<file path="config.mk">
export PLATFORM = sky130hd
export DESIGN_NAME = palette_lut_banked_flat
export DESIGN_NICKNAME = d
export VERILOG_FILES = /design/src/rtl/palette_lut_banked_pkg.sv /design/src/rtl/palette_lut_banked_if.sv /design/src/rtl/palette_lut_banked_bank_store.sv /design/src/rtl/palette_lut_banked.sv /design/src/flat_wrapper.sv
export SDC_FILE = /design/constraint.sdc
export NUM_CORES = 1
export LEC_CHECK = 0
export BUFFER_PORTS_ARGS = -buffer_cell sky130_fd_sc_hd__buf_2
export CORE_ASPECT_RATIO = 0.5
export CORE_MARGIN = 3
export CORE_UTILIZATION = 41
export DETAILED_ROUTE_END_ITERATION = 7
export PLACE_DENSITY = 0.61
export RECOVER_POWER = 50
export REMOVE_ABC_BUFFERS = 1
export SLEW_MARGIN = 20
export SYNTH_ARGS = -nofsm -noshare
export SYNTH_HDL_FRONTEND = slang
export SYNTH_HIERARCHICAL = 1
export SYNTH_SLANG_ARGS = --single-unit
export TNS_END_PERCENT = 20
</file>
<file path="constraint.sdc">
create_clock -name Clk -period 40.6 [get_ports Clk]
set_clock_uncertainty 0.1 [all_clocks]
set_input_delay 8.12 -clock Clk [delete_from_list [all_inputs] [get_ports Clk]]
set_output_delay 8.12 -clock Clk [all_outputs]
set_load 0.02 [all_outputs]
</file>
<file path="src/rtl/palette_lut_banked_pkg.sv">
// Shared palette types and constants: the reset-time default table, the
// {r,g,b} pixel struct and the brightness-dim helper.
package palette_pkg;

   localparam int unsigned PAL_CH_W    = 8;
   localparam int unsigned DEF_ENTRIES = 16;

   typedef struct packed {
      logic [PAL_CH_W-1:0] r;
      logic [PAL_CH_W-1:0] g;
      logic [PAL_CH_W-1:0] b;
   } rgb_t;

   localparam logic [23:0] DEFAULT_PALETTE [DEF_ENTRIES] = '{
      24'h000000, 24'h0C2658, 24'h194C7F, 24'h999966,
      24'hE3E3F1, 24'hB6B6DA, 24'h8ABCF7, 24'h3278DE,
      24'hFABC36, 24'hCCCCFF, 24'h236AB2, 24'hF1EF07,
      24'hF59200, 24'hCC7A00, 24'hF6E7D1, 24'hF7F9FD
   };

   // Entries beyond the 16-entry table come up black.
   function automatic rgb_t default_entry(input int unsigned idx);
      rgb_t v;
      v = '0;
      if (idx < DEF_ENTRIES) v = rgb_t'(DEFAULT_PALETTE[idx[3:0]]);
      return v;
   endfunction

   function automatic rgb_t dim_rgb(input rgb_t c, input logic [2:0] shift);
      rgb_t v;
      v.r = c.r >> shift;
      v.g = c.g >> shift;
      v.b = c.b >> shift;
      return v;
   endfunction

endpackage

</file>
<file path="src/rtl/palette_lut_banked_if.sv">
// Pixel, control and palette-write signals between the compositor side and
// the palette lookup.
interface palette_lut_banked_if #(
   parameter int unsigned IDX_W     = 4,
   parameter int unsigned CH_W      = 8,
   parameter int unsigned NUM_BANKS = 2
);
   localparam int unsigned BANK_W = (NUM_BANKS > 1) ? $clog2(NUM_BANKS) : 1;

   logic              pix_valid;
   logic [IDX_W-1:0]  pix_idx;
   logic              frame_start;
   logic [BANK_W-1:0] bank_req;
   logic [2:0]        dim_req;
   logic              wr_en;
   logic [BANK_W-1:0] wr_bank;
   logic [IDX_W-1:0]  wr_addr;
   logic [3*CH_W-1:0] wr_rgb;
   logic              out_valid;
   logic [CH_W-1:0]   VGA_R;
   logic [CH_W-1:0]   VGA_G;
   logic [CH_W-1:0]   VGA_B;
   logic              transparent;

   modport master (
      output pix_valid, pix_idx, frame_start, bank_req, dim_req,
             wr_en, wr_bank, wr_addr, wr_rgb,
      input  out_valid, VGA_R, VGA_G, VGA_B, transparent
   );

   modport slave (
      input  pix_valid, pix_idx, frame_start, bank_req, dim_req,
             wr_en, wr_bank, wr_addr, wr_rgb,
      output out_valid, VGA_R, VGA_G, VGA_B, transparent
   );

endinterface

</file>
<file path="src/rtl/palette_lut_banked_bank_store.sv">
// Flat register array holding every palette bank: one write port and one
// combinational read port. Registers (not RAM) so reset can load defaults.
module palette_bank_store
   import palette_pkg::*;
#(
   parameter int unsigned IDX_W     = 4,
   parameter int unsigned NUM_BANKS = 2,
   parameter int unsigned BANK_W    = 1
) (
   input  logic              i_clk,
   input  logic              i_rst,
   input  logic              i_wr_en,
   input  logic [BANK_W-1:0] i_wr_bank,
   input  logic [IDX_W-1:0]  i_wr_addr,
   input  rgb_t              i_wr_rgb,
   input  logic [BANK_W-1:0] i_rd_bank,
   input  logic [IDX_W-1:0]  i_rd_addr,
   output rgb_t              o_rd_rgb
);

   localparam int unsigned     ENTRIES = 2**IDX_W;
   localparam logic [BANK_W:0] BANKS   = (BANK_W+1)'(NUM_BANKS);

   rgb_t r_mem [NUM_BANKS][ENTRIES];
   logic w_wr_ok;

   assign w_wr_ok = i_wr_en && ({1'b0, i_wr_bank} < BANKS);

   always_ff @(posedge i_clk or posedge i_rst) begin
      if (i_rst) begin
         for (int unsigned b = 0; b < NUM_BANKS; b++) begin
            for (int unsigned e = 0; e < ENTRIES; e++) begin
               r_mem[b[BANK_W-1:0]][e[IDX_W-1:0]] <= default_entry(e);
            end
         end
      end else if (w_wr_ok) begin
         r_mem[i_wr_bank][i_wr_addr] <= i_wr_rgb;
      end
   end

   // Combinational read sees the pre-write contents on a same-edge collision.
   assign o_rd_rgb = r_mem[i_rd_bank][i_rd_addr];

endmodule

</file>
<file path="src/rtl/palette_lut_banked.sv">
// Double-banked programmable palette: two-stage registered lookup with
// frame-synchronous bank swap and brightness dimming.
module palette_lut_banked
   import palette_pkg::*;
#(
   parameter int unsigned IDX_W      = 4,
   parameter int unsigned CH_W       = 8,
   parameter int unsigned NUM_BANKS  = 2,
   parameter int unsigned TRANSP_IDX = 0
) (
   input logic                 Clk,
   input logic                 Reset,
   palette_lut_banked_if.slave bus
);

   localparam int unsigned      BANK_W = (NUM_BANKS > 1) ? $clog2(NUM_BANKS) : 1;
   localparam logic [BANK_W:0]  BANKS  = (BANK_W+1)'(NUM_BANKS);
   localparam logic [IDX_W-1:0] TRANSP = IDX_W'(TRANSP_IDX);

   logic [BANK_W-1:0] r_active_bank;
   logic [2:0]        r_active_dim;
   logic              r_s1_valid;
   logic [IDX_W-1:0]  r_s1_idx;
   logic [BANK_W-1:0] r_s1_bank;
   logic [2:0]        r_s1_dim;
   logic              r_out_valid;
   rgb_t              r_out_rgb;
   logic              r_transparent;
   rgb_t              w_rd_rgb;
   rgb_t              w_wr_rgb;
   logic              w_bank_ok;

   assign w_wr_rgb  = rgb_t'(bus.wr_rgb);
   assign w_bank_ok = {1'b0, bus.bank_req} < BANKS;

   palette_bank_store #(
      .IDX_W    (IDX_W),
      .NUM_BANKS(NUM_BANKS),
      .BANK_W   (BANK_W)
   ) u_store (
      .i_clk    (Clk),
      .i_rst    (Reset),
      .i_wr_en  (bus.wr_en),
      .i_wr_bank(bus.wr_bank),
      .i_wr_addr(bus.wr_addr),
      .i_wr_rgb (w_wr_rgb),
      .i_rd_bank(r_s1_bank),
      .i_rd_addr(r_s1_idx),
      .o_rd_rgb (w_rd_rgb)
   );

   // Stage 1 snapshots the active bank/dim before a same-edge frame update.
   always_ff @(posedge Clk or posedge Reset) begin
      if (Reset) begin
         r_active_bank <= '0;
         r_active_dim  <= '0;
         r_s1_valid    <= 1'b0;
         r_s1_idx      <= '0;
         r_s1_bank     <= '0;
         r_s1_dim      <= '0;
      end else begin
         r_s1_valid <= bus.pix_valid;
         r_s1_idx   <= bus.pix_idx;
         r_s1_bank  <= r_active_bank;
         r_s1_dim   <= r_active_dim;
         if (bus.frame_start) begin
            if (w_bank_ok) r_active_bank <= bus.bank_req;
            r_active_dim <= bus.dim_req;
         end
      end
   end

   // Stage 2 holds colour and transparency through bubbles.
   always_ff @(posedge Clk or posedge Reset) begin
      if (Reset) begin
         r_out_valid   <= 1'b0;
         r_out_rgb     <= '0;
         r_transparent <= 1'b0;
      end else begin
         r_out_valid <= r_s1_valid;
         if (r_s1_valid) begin
            r_out_rgb     <= dim_rgb(w_rd_rgb, r_s1_dim);
            r_transparent <= (r_s1_idx == TRANSP);
         end
      end
   end

   assign bus.out_valid   = r_out_valid;
   assign bus.VGA_R       = r_out_rgb.r;
   assign bus.VGA_G       = r_out_rgb.g;
   assign bus.VGA_B       = r_out_rgb.b;
   assign bus.transparent = r_transparent;

endmodule

</file>
<file path="src/flat_wrapper.sv">
// flat-port wrapper written by rule: the top's interface ports become plain ports
module palette_lut_banked_flat import palette_pkg::*;
#(
   parameter int unsigned IDX_W      = 4,
   parameter int unsigned CH_W       = 8,
   parameter int unsigned NUM_BANKS  = 2,
   parameter int unsigned TRANSP_IDX = 0
)
  (Clk, Reset, bus_pix_valid, bus_pix_idx, bus_frame_start, bus_bank_req, bus_dim_req, bus_wr_en, bus_wr_bank, bus_wr_addr, bus_wr_rgb, bus_out_valid, bus_VGA_R, bus_VGA_G, bus_VGA_B, bus_transparent);
  palette_lut_banked_if #(.IDX_W(IDX_W), .CH_W(CH_W), .NUM_BANKS(NUM_BANKS)) bus_i ();
  input logic Clk;
  input logic Reset;
  input wire logic [$bits(bus_i.pix_valid)-1:0] bus_pix_valid;
  input wire logic [$bits(bus_i.pix_idx)-1:0] bus_pix_idx;
  input wire logic [$bits(bus_i.frame_start)-1:0] bus_frame_start;
  input wire logic [$bits(bus_i.bank_req)-1:0] bus_bank_req;
  input wire logic [$bits(bus_i.dim_req)-1:0] bus_dim_req;
  input wire logic [$bits(bus_i.wr_en)-1:0] bus_wr_en;
  input wire logic [$bits(bus_i.wr_bank)-1:0] bus_wr_bank;
  input wire logic [$bits(bus_i.wr_addr)-1:0] bus_wr_addr;
  input wire logic [$bits(bus_i.wr_rgb)-1:0] bus_wr_rgb;
  output wire logic [$bits(bus_i.out_valid)-1:0] bus_out_valid;
  output wire logic [$bits(bus_i.VGA_R)-1:0] bus_VGA_R;
  output wire logic [$bits(bus_i.VGA_G)-1:0] bus_VGA_G;
  output wire logic [$bits(bus_i.VGA_B)-1:0] bus_VGA_B;
  output wire logic [$bits(bus_i.transparent)-1:0] bus_transparent;
  assign bus_i.pix_valid = bus_pix_valid;
  assign bus_i.pix_idx = bus_pix_idx;
  assign bus_i.frame_start = bus_frame_start;
  assign bus_i.bank_req = bus_bank_req;
  assign bus_i.dim_req = bus_dim_req;
  assign bus_i.wr_en = bus_wr_en;
  assign bus_i.wr_bank = bus_wr_bank;
  assign bus_i.wr_addr = bus_wr_addr;
  assign bus_i.wr_rgb = bus_wr_rgb;
  assign bus_out_valid = bus_i.out_valid;
  assign bus_VGA_R = bus_i.VGA_R;
  assign bus_VGA_G = bus_i.VGA_G;
  assign bus_VGA_B = bus_i.VGA_B;
  assign bus_transparent = bus_i.transparent;
  palette_lut_banked #(.IDX_W(IDX_W), .CH_W(CH_W), .NUM_BANKS(NUM_BANKS), .TRANSP_IDX(TRANSP_IDX)) u_core (.Clk(Clk), .Reset(Reset), .bus(bus_i));
endmodule
</file>
==> flow_metrics.py, run 1 <==
metrics = {
    "min_path": {
        "hold_path.class": "reg2reg",
    },
    "synthesis": {
        "yosys-top-cells-count": "766 x mux2_2, 404 x dfstp_2, 403 x dfrtp_1",
        "async_flop_share_pct": 100,
        "synth_top_area_share_pct": 28.0,
        "yosysWarnings": 6,
        "yosys_register_bits": 807,
        "syn_avg_cell_area_sq_um": 13.8,
        "yosys-top-cells-area": "dfstp_2 28%, dfrtp_1 27%, mux2_2 23%",
        "synth_edf_count": 0,
        "yosys.area.top_type": "dfstp_2",
        "ys_types": 44,
        "synthFlopType": "dfstp_2",
        "ys_seq_area_share_pct": 54.6,
        "netlist_instances": 2752,
        "syn_area_sq_um": 37900,
        "yosysMostFrequentCell": "mux2_2",
    },
    "worst_setup_path": {
        "setup.worst_path.start_class": "primary input",
        "worstSetupPathType": "in2async",
        "cp_num_buf_inv": 3,
        "cp.required_ns": 38.91,
        "cpMaxStageDelayCell": "clkbuf_1",
        "path_cells": "clkbuf_1, clkinvlp_2, clkbuf_1",
        "critPathTopFamily": "buffers and inverters",
        "crit_arrival_ns": 18.38,
        "slowest_delay_ns": 6.65,
        "cp-end-kind": "asynchronous set/reset pin",
        "crit_fanout": 177,
        "crit_top_cell": "clkbuf_1",
    },
    "timing": {
        "setup_viol": 0,
        "drv_slew": 983,
        "max-slew-margin-rel_pct": -534,
        "hold_violations": 0,
        "fmax_mhz": 49.8,
        "worst_pin_slew_ns": 9.51,
        "post-route-period-util_pct": 49.4,
        "fin_setup_tns_ns": 0,
        "rsz0062_at_grt": "false",
        "holdWs_ns": 0.280,
        "min_period_ns": 20.08,
    },
    "die": {
        "fp-row-count": 78,
        "coreArea_sq_um": 91200,
        "die_h_um": 221,
        "top_level_ports": 68,
        "initial_core_util_pct": 41.6,
        "die_area_sq_um": 96300,
        "dieWidth_um": 436,
    },
    "detailed_routing": {
        "drt-wirelength-per-cell_um": 25.5,
        "drc": 0,
        "drt_wl_total_um": 102000,
        "met2_length_um": 47100,
        "wl_met1_um": 49300,
        "num_vias": 22776,
        "first_pass_iters": 5,
        "wl_met3_um": 3850,
        "viasPerCell": 5.69,
        "antenna_violating_nets_post_route": 0,
        "top_layer": "met4",
        "drt_iter0_markers": 1369,
    },
    "pwr": {
        "pwr_density_cell_nw_per_um2": 52.6,
        "vdd_drop_max_mv": 0.0260,
        "power.total_mw": 2.19,
        "p_leak_nw": 18.2,
    },
    "status": {
        "status": "complete, but fails checks",
        "violations": "max-capacitance violations, max-slew violations",
    },
    "global_route": {
        "grt.overflow.total": 0,
        "grt_max_degree": 178,
        "grt_pass1_vias": 23578,
        "grt_pass1_wl_um": 154000,
        "antenna_found_initial": 1,
        "gr-usage-all-layers_pct": 20.9,
    },
    "cts": {
        "cts_made_buffers": 77,
        "cts.reportedPaths.clkPinSlew_ns": 0.06,
        "cts_root_buffer": "clkbuf_16",
        "clk_path_buf_depth": 3,
        "postCtsSetupBuffers": 0,
        "cts_htree_levels": 3,
        "cts_resized": 0,
        "clock_sinks": 807,
        "cts_tree": "yes",
        "insertion_delay_ns": 0.64,
        "cts_hold_buffers": 0,
    },
    "final_layout": {
        "fin_cells": 4000,
        "drive_above_1_share_pct": 51.3,
        "fin_area_sq_um": 41700,
        "layout.nets": 2740,
        "area_growth_pct": 9.98,
    },
    "placed_design": {
        "place_inst": 3859,
        "routabilityCongestion": 0.782,
        "dp_hpwl_um": 57500,
        "dpl-instance-area_sq_um": 39300,
        "port-buffer-count": 67,
    },
    "run": {
        "maxCapViolCount": 18,
    },
}
## cells by family after synthesis
family	after synthesis	synth area share, %
multiplexers	1193	34.7
flip-flops	807	54.6
AO/OA/AOI/OAI	240	4.45
buffers and inverters	263	3.03
AND/OR/NAND/NOR	249	3.15
## power breakdown
group	total, mW	internal, mW	switching (mW)
combinational	0.355	0.191	0.163
sequential	1.09	1.02	0.0795
clock	0.742	0.434	0.308
## cells in the final DEF, fill, tap and decap left out, types with 2 or more instances in the layout
cell type and count:
a221oi_1 3, nor2_1 15, clkbuf_1 69, nor2_4 7
a221o_1 6, clkbuf_8 27, nand2_1 86, mux4_1 2
or4_2 2, nor3_1 28, and2b_1 3, nor2b_1 4
nand2_2 3, nor2b_4 2, buf_4 42, o2bb2ai_1 6
buf_2 37, mux2i_1 393, mux2_2 763, a21oi_1 72
nand3_1 74, clkbuf_16 81, and2_1 2, mux2_4 21
a22o_1 51, a22oi_1 72, mux4_2 10, bufinv_16 3
nor3b_4 2, mux2_1 4, nor4_1 4, dfstp_2 404
nand4_1 4, inv_1 3, nand2b_1 4, dfrtp_1 403
clkinv_2 6, a31oi_1 24, o22ai_1 3, a32o_1 3
## per-stage QoR
stage	utilization, %	setup slack, ns
CTS	46.0	29.57
finish	45.7	20.52
detailed placement	43.1	28.86
global placement	43.1	28.95
global route	45.7	18.59
floorplan	-	11.49
## state kept, by name, indices dropped and copies added, names as in the netlist
| signal | flops |
|---|---|
| u_core/bus.VGA_B | 8 |
| u_core/bus.VGA_G | 8 |
| u_core/bus.VGA_R | 8 |
| u_core/bus.out_valid | 1 |
| u_core/bus.transparent | 1 |
| u_core/r_active_bank | 1 |
| u_core/r_active_dim | 3 |
| u_core/r_s1_bank | 1 |
| u_core/r_s1_dim | 3 |
| u_core/r_s1_idx | 4 |
| u_core/r_s1_valid | 1 |
| u_core/u_store/r_mem | 768 |
## worst register-to-register path: stages (launching register included)
cell	delay (ns)
dfrtp_1	2.35
clkbuf_1	6.81
clkbuf_1	3.10
clkbuf_1	1.61
mux2i_1	0.34
a22o_1	0.18
nor3_1	0.10
a31oi_1	0.26
nand3_1	0.31
mux2_2	0.37
mux4_2	0.45
mux2_2	0.27
## final timing paths
kind / startpoint / end / slack [ns] / cells after the start
hold reg to reg: u_core/r_active_dim[2] / u_core/r_s1_dim[2] / 0.28 / 0
min in group asynchronous: Reset / u_core/bus.VGA_R[0] / 8.16 / 3
hold / removal: u_core/r_active_dim[2] / u_core/r_s1_dim[2] / 0.28 / 0
setup reg to reg: u_core/r_s1_idx[0] / u_core/bus.VGA_B[1] / 24.23 / 11
setup / recovery: Reset / u_core/u_store/r_mem[681] / 20.52 / 3
max in group Clk: u_core/r_s1_idx[0] / u_core/bus.VGA_B[1] / 24.23 / 11
## cell type report
type	instances	area, sq um
Clock buffer	131	2480
Fill cell	8231	49500
Inverter	5	20.0
Timing Repair Buffer	125	673
Tap cell	1240	1550
Clock inverter	9	120
Multi-Input combinational cell	1682	16100
Sequential cell	807	20700
Antenna cell	1	2.50
## metal layers
layer | global-route usage, % | vias to the layer above
li1 | - | 9868
met1 | 30.3 | 12346
met2 | 33.4 | 426
met3 | 2.89 | 136
met4 | 4.46 | 0
met5 | 0 | -
(Power assumes the default switching activity.)
==> inputs of run 2 (changes only) <==
==> constraint.sdc (replaced) <==
create_clock -name Clk -period 20.9 [get_ports Clk]
set_clock_uncertainty 0.1 [all_clocks]
set_input_delay 4.18 -clock Clk [delete_from_list [all_inputs] [get_ports Clk]]
set_output_delay 4.18 -clock Clk [all_outputs]
set_load 0.02 [all_outputs]
==> run 2 against run 1 <==
  * The run still ends with max-capacitance violations, max-slew violations left
  * Sequential power increased by 95%
  * Hold slack lost 0.010 ns
  * Design area increased by 0.19%
  * Clock-buffer cell count shrank 14
  * Non-clock buffer count increased by 1
  * Utilization up 0.088 points
  * Wire length shrank 0.58%
  * Highest routed layer unchanged
==> flow_metrics.py, run 2 (synthesis results as in run 1) <==
metrics = {
    "status": {
        "status": "complete, but fails checks",
        "violations": "max-capacitance violations, max-slew violations",
    },
    "die": {
        "dieWidth_um": 436,
        "fp-row-count": 78,
        "initial_core_util_pct": 41.6,
        "coreArea_sq_um": 91200,
        "die_area_sq_um": 96300,
        "die_h_um": 221,
        "top_level_ports": 68,
    },
    "min_path": {
        "hold-path-endpoint": "u_core/r_s1_dim[0]",
        "hold_path.class": "reg2reg",
        "hold_start": "u_core/r_active_dim[0]",
        "whs_path_depth": 0,
    },
    "final_layout": {
        "fillers": 8203,
        "fin_cells": 4008,
        "layout.nets": 2743,
        "final_common_cell": "mux2_2",
        "registers.top_by_ff_count": "u_core/u_store/r_mem",
        "layout_common_cells": "765 x mux2_2, 404 x dfstp_2, 403 x dfrtp_1, 393 x mux2i_1, 86 x nand2_1",
        "area_growth_pct": 10.2,
        "drive_above_1_share_pct": 51.8,
        "largest_register_ffs": 768,
    },
    "pwr": {
        "p_leak_nw": 18.2,
        "pwr_density_cell_nw_per_um2": 102,
        "vdd_drop_max_mv": 0.0496,
    },
    "worst_setup_path": {
        "cpMaxStageDelayCell": "clkinvlp_2",
        "setup.worst_path.start_class": "primary input",
        "crit_top_cell": "clkbuf_1",
        "crit_fanout": 126,
        "r2r_end": "u_core/bus.VGA_R[1]",
        "regToRegSetupSlack_ns": 11.07,
        "timing.rr.start": "u_core/r_s1_idx[0]",
        "worstSetupPathType": "in2async",
        "r2r_cells": 9,
        "slowest_delay_ns": 3.07,
        "cp.required_ns": 20.60,
        "path_cells": "clkbuf_1, clkinvlp_2, clkbuf_1",
        "crit_arrival_ns": 10.50,
        "cp-end-kind": "asynchronous set/reset pin",
    },
    "placed_design": {
        "place_inst": 3860,
        "routabilityCongestion": 0.770,
        "port-buffer-count": 67,
        "dp_hpwl_um": 57800,
    },
    "detailed_routing": {
        "drt-wirelength-per-cell_um": 25.3,
        "drt_wl_total_um": 102000,
        "drt_iter0_markers": 1707,
        "first_pass_iters": 7,
        "top_layer": "met4",
        "wl_met3_um": 3610,
        "wl_met1_um": 49000,
        "viasPerCell": 5.68,
        "num_vias": 22750,
        "antenna_violating_nets_post_route": 0,
        "met2_length_um": 46200,
        "drc": 0,
    },
    "timing": {
        "setup_viol": 0,
        "drv_slew": 859,
        "fmax_mhz": 92.5,
        "min_period_ns": 10.81,
        "post-route-period-util_pct": 51.7,
        "worst_pin_slew_ns": 5.58,
        "hold_violations": 0,
        "fin_setup_tns_ns": 0,
        "holdWs_ns": 0.270,
        "max-slew-margin-rel_pct": -274,
        "rsz0062_at_grt": "false",
    },
    "cts": {
        "clk_path_buf_depth": 3,
        "postCtsSetupBuffers": 0,
        "cts_resized": 0,
        "clock_sinks": 807,
        "cts_htree_levels": 3,
        "cts_tree": "yes",
        "insertion_delay_ns": 0.64,
        "cts_root_buffer": "clkbuf_16",
        "cts_hold_buffers": 0,
        "cts.reportedPaths.clkPinSlew_ns": 0.06,
        "cts_made_buffers": 79,
    },
    "global_route": {
        "gr-usage-all-layers_pct": 20.9,
        "grt_pass1_vias": 23728,
        "grt.overflow.total": 0,
        "grt_max_degree": 182,
        "antenna_found_initial": 2,
        "grt_pass1_wl_um": 155000,
    },
    "run": {
        "maxCapViolCount": 18,
    },
}
## run 2: cell types whose count changed in the layout (fill, tap and decap cells not counted), sizes merged
cell      change
buf           +1
bufinv        +2
clkbuf       -14
clkinv        +9
clkinvlp      +4
diode         +2
inv           +4
## run 2: worst max-delay path: cells and delay by family
family / cells / cell delay [ns]
buffers and inverters: 3 / 6.18
## run 2: power breakdown
part	switching, mW	total (mW)	internal, mW	leakage, nW
clock	0.622	1.46	0.837	1.29
combinational	0.319	0.684	0.365	7.54
sequential	0.155	2.13	1.97	9.37
total	1.10	4.27	3.17	18.2
## run 2: routing by layer
metal / global-route usage [%] / up-vias
li1: - / 9907
met1: 30.3 / 12297
met2: 32.8 / 398
met3: 2.71 / 148
met4: 5.95 / 0
met5: 0 / -
## run 2: worst max path at each step
stage	startpoint	to	slack, ns	cells after the start
3_5_place_dp	bus_wr_addr[1]	u_core/u_store/r_mem[238]	13.97	6
3_3_place_gp	bus_wr_addr[1]	u_core/u_store/r_mem[238]	14.01	6
6_report	Reset	u_core/u_store/r_mem[523]	10.09	3
4_1_cts	bus_wr_addr[1]	u_core/u_store/r_mem[238]	14.65	6
2_1_floorplan	Reset	u_core/u_store/r_mem[100]	-4.27	1
5_1_grt	Reset	u_core/u_store/r_mem[527]	8.76	4
## run 2: layout make-up
type	count	area [sq um]	share of cell area (%)
Antenna cell	3	7.51	0.0180
Clock buffer	117	2330	5.59
Clock inverter	28	290	0.695
Inverter	5	20.0	0.0479
Multi-Input combinational cell	1682	16200	38.7
Sequential cell	807	20700	49.6
Tap cell	1240	1550	3.72
Timing Repair Buffer	126	703	1.68
## run 2: stage by stage
step / total power [mW] / worst slack [ns] / area, sq um / utilization [%]
after floorplan: 2.68 / -4.27 / 36800 / -
after global placement: 2.80 / 14.01 / 39300 / 43.1
after detailed placement: 2.84 / 13.97 / 39300 / 43.1
after CTS: 4.31 / 14.65 / 41900 / 46.0
after global routing: 4.47 / 8.76 / 41800 / 45.8
final: 4.27 / 10.09 / 41800 / 45.8
